--- config.mk ---
export PLATFORM = sky130hd
export DESIGN_NAME = shift_ser_ctrl
export DESIGN_NICKNAME = d
export VERILOG_FILES = /design/src/rtl/shift_ser_ctrl.sv
export SDC_FILE = /design/constraint.sdc
export NUM_CORES = 1
export LEC_CHECK = 0
export ABC_AREA = 1
export CORE_UTILIZATION = 40
export CTS_CLUSTER_SIZE = 30
export DETAILED_ROUTE_END_ITERATION = 8
export MAX_ROUTING_LAYER = met4
export PLACE_DENSITY = 0.71
export SYNTH_ARGS = -nofsm -noshare
export SYNTH_HDL_FRONTEND = slang
export SYNTH_SLANG_ARGS = --single-unit
export TNS_END_PERCENT = 5
--- constraint.sdc ---
create_clock -name clk -period 1.8 [get_ports clk]
set_clock_uncertainty 0.05 [all_clocks]
set_input_delay 0.54 -clock clk [delete_from_list [all_inputs] [get_ports clk]]
set_output_delay 0.54 -clock clk [all_outputs]
set_load 0.01 [all_outputs]
--- src/rtl/shift_ser_ctrl.sv ---
// shift_ser_ctrl: parallel-load, LSB-first serialiser with a small
// IDLE -> SHIFT -> DONE controller. A word is captured on the edge where
// start is accepted. It is then shifted out one bit per un-held cycle,
// with SI filling from the top. A single done pulse follows the last bit.
module shift_ser_ctrl #(
   parameter int N  = 4,
   parameter int CW = 3
) (
   input  logic          clk,
   input  logic          rst,
   input  logic          start,
   input  logic [N-1:0]  d,
   input  logic          SI,
   input  logic          hold,
   output logic          ready,
   output logic          busy,
   output logic          SO,
   output logic          bit_valid,
   output logic          done,
   output logic [N-1:0]  q,
   output logic [CW-1:0] cnt
);

   typedef enum logic [1:0] {
      S_IDLE  = 2'd0,
      S_SHIFT = 2'd1,
      S_DONE  = 2'd2
   } state_t;

   localparam logic [CW-1:0] LP_N   = CW'(N);
   localparam logic [CW-1:0] LP_ONE = CW'(1);

   state_t        r_state;
   state_t        w_state_nxt;
   logic [N-1:0]  r_q;
   logic [N-1:0]  w_q_nxt;
   logic [CW-1:0] r_cnt;
   logic [CW-1:0] w_cnt_nxt;
   logic          w_shift_en;

   // A shift happens only in SHIFT with no stall; it also gates the count.
   assign w_shift_en = (r_state == S_SHIFT) && !hold;

   // State and datapath registers; reset clears everything and wins over start/hold.
   always_ff @(posedge clk) begin
      if (!rst) begin
         r_state <= S_IDLE;
         r_q     <= '0;
         r_cnt   <= '0;
      end else begin
         r_state <= w_state_nxt;
         r_q     <= w_q_nxt;
         r_cnt   <= w_cnt_nxt;
      end
   end

   // Next-state, next-data and Moore/Mealy outputs; the default holds everything.
   always_comb begin
      w_state_nxt = r_state;
      w_q_nxt     = r_q;
      w_cnt_nxt   = r_cnt;
      ready       = 1'b0;
      busy        = 1'b0;
      SO          = 1'b0;
      bit_valid   = 1'b0;
      done        = 1'b0;
      case (r_state)
         S_IDLE: begin
            ready = 1'b1;
            if (start) begin
               w_state_nxt = S_SHIFT;
               w_q_nxt     = d;
               w_cnt_nxt   = LP_N;
            end
         end
         S_SHIFT: begin
            busy      = 1'b1;
            SO        = r_q[0];
            bit_valid = w_shift_en;
            if (w_shift_en) begin
               w_q_nxt   = {SI, r_q[N-1:1]};
               w_cnt_nxt = r_cnt - LP_ONE;
               // The last bit leaves on this edge, so the next cycle reports done.
               if (r_cnt == LP_ONE) begin
                  w_state_nxt = S_DONE;
               end
            end
         end
         S_DONE: begin
            busy        = 1'b1;
            done        = 1'b1;
            w_state_nxt = S_IDLE;
         end
         default: begin
            // The unused encoding falls back to IDLE.
            w_state_nxt = S_IDLE;
         end
      endcase
   end

   assign q   = r_q;
   assign cnt = r_cnt;

endmodule

==> run metrics <==
CP arrival 1160 ps; DRT antenna net count 0; top cells by area, synth dfxtp_1, nand2_1, ha_1, inv_1, nand2_8; num rows 13; critical path's slowest cell clkdlybuf4s50_1; yosys warns 0; Seq/Total Area, Yosys 28.63%; H-tree depth 1; PD cells 1584 nW/um^2; grt total ovfl 0; final WL 1.324 mm; CP cell instances clkdlybuf4s50_1; starting density of the core 45.52%; Reg clk slew, reported paths 60 ps; max_slew headroom 81.79%; Tcrit/Tclk final 97.49%; dpl hpwl 1.072 mm; endpoints failing setup 0; Critical Path Source Type flop; vias 611; initial drt markers 5; Simple-Gate Fraction of Synth Area 40.95%; largest net degree at the start of global routing 10; maximum VDD drop 0.0007661 V; largest family of logic cells by synthesized area simple AND/OR/NAND/NOR gates; initial antenna violation count 0; CP max stage delay 550 ps; unrepaired setup endpoints after global routing no; antenna cell count 0; WL/cell 10.34 um; die height 41.67 um; number of iterations in the first detailed-routing pass 3; fmax 0.5698 GHz; Req. time, crit path 1210 ps; Remaining DRCs 0; vias in the first global route 569; Synth top area share 28.63%; Cell Area, Synth 629.4 um^2; min-delay worst type flop to flop; worst hold slack 428.6 ps; GR Util All Layers 17.84%; Post-Synth Adder-Cell Area 11.93%; CP max FO 3; root buffer cell clkbuf_4; max-cap viol count 0; status finished clean; CP Capture Type output port; syn nets 99; Setup Crit Path Kind flop to output port; Ports 21; nets 129; first-pass GRT wire length 2.359 mm; Mapped Avg Cell Area 7.492 um^2; Lkg Pwr 0.4741 nW; mux contribution to synthesized area 0%; DIE AREA 1736 um^2; Via density 4.773; # port buffers 20; routability congestion estimate from global placement 0.6761; Tightest Pin Transition 272.8 ps; Final TNS setup 0 ps; fill count 147; share of layout cells above drive strength 1 29.20%; Syn-to-layout area delta 44.33%; core area 1383 um^2; Seq cells post-synth 9; CTS tree built; Netlist cell types 15; most common cell after layout, fill and taps aside nand2_1; number of buffers and inverters on the critical path 1; clock buffer depth 2; Synth Area in Compound Gates 8.748%; most frequent cells in the layout nand2_1, clkdlybuf4s50_1, inv_1; cell taking the most area after synthesis dfxtp_1; Final Max Tran Viols 0; XOR/XNOR share of the synthesized area 0%; Final Hold Vio Count 0; Die W 41.67 um; clk sinks 9; cts hold-fix bufs 0; cell count after synthesis 84; later-pin clock latency in the skew report 260 ps; CP delay by family, top buffers and inverters; min cycle time layout 1755 ps; total CTS buffers 3
-- cells by family after synthesis --
logic type / after synthesis
simple gates: 48
buf+inv: 13
flops: 9
compound gates: 8
fa+ha+maj: 6
-- worst paths after layout --
check	startpoint	end	slack, ps	cells past startpoint
max	cnt[1]$_SDFFE_PN0P_	cnt[1]	50	1
min	cnt[1]$_SDFFE_PN0P_	cnt[1]$_SDFFE_PN0P_	430	2
max reg2reg	r_state[1]$_SDFFE_PN0P_	r_state[0]$_SDFFE_PN0P_	350	8
min reg2reg	cnt[1]$_SDFFE_PN0P_	cnt[1]$_SDFFE_PN0P_	430	2
-- layout make-up --
| class | instances | area (um^2) | share of cell area [%] |
|---|---|---|---|
| Sequential cell | 9 | 185.2 | 20.39 |
| Multi-Input combinational cell | 62 | 400.4 | 44.08 |
| Inverter | 12 | 50.05 | 5.510 |
| Timing Repair Buffer | 26 | 227.7 | 25.07 |
| Clock buffer | 4 | 26.28 | 2.893 |
| Tap cell | 15 | 18.77 | 2.066 |
-- registers in the layout, indices dropped and copies added (netlist names) --
| register | count |
|---|---|
| cnt | 3 |
| q | 4 |
| r_state | 2 |
-- worst register-to-register path, cell delays in order (launching register included) --
cell and delay (ps):
dfxtp_2 340, inv_2 50, buf_4 130, ha_1 180
buf_4 160, nand2_4 160, nand3_2 130, nor2_1 110
nor2_1 50
-- repair_timing --
item,in CTS,in global routing
endpoints found under the hold margin,0,0
gates resized for setup,23,6
pin swaps,0,1
setup buffers,0,0
setup endpoints to repair,7,6
-- Yosys cell counts --
cell type	count
a21oi_1	3
nand2_4	3
nand2_2	3
a21oi_2	4
o21ai_1	1
nand2_1	25
nand3_1	7
dfxtp_1	9
nor2_1	7
inv_6	1
ha_1	6
nand2_8	2
nand3_2	1
inv_1	11
buf_6	1
-- metal layers --
metal | vias to the layer above | GRT usage (%) | wire, um
met3 | 5 | 2.609 | 56
met2 | 17 | 26.25 | 583
li1 | 319 | - | -
met5 | - | - | 0
met4 | 0 | 10.32 | 29
met1 | 270 | 23.18 | 655
-- through the flow --
stage / setup WS [ps] / util, % / instances / total power [mW] / cell area (um^2)
after floorplan: 349.2 / - / 84 / 0.9609 / 629.4
after detailed placement: -469.5 / 63.80 / 124 / 1.324 / 882.1
after CTS: -19.94 / 65.97 / 128 / 1.465 / 912.1
final: 45.14 / 65.70 / 128 / 1.439 / 908.4
after global routing: 3.760 / 65.70 / 128 / 1.567 / 908.4
after global placement: -444.0 / 63.80 / 124 / 1.304 / 882.1
-- where the power goes --
group,internal (mW),leakage [nW],switching [mW]
Combinational,0.416,0.384,0.516
Sequential,0.282,0.0750,0.0676
Clock,0.0855,0.0150,0.0712
Note: power is estimated with default switching activity, not from simulation.
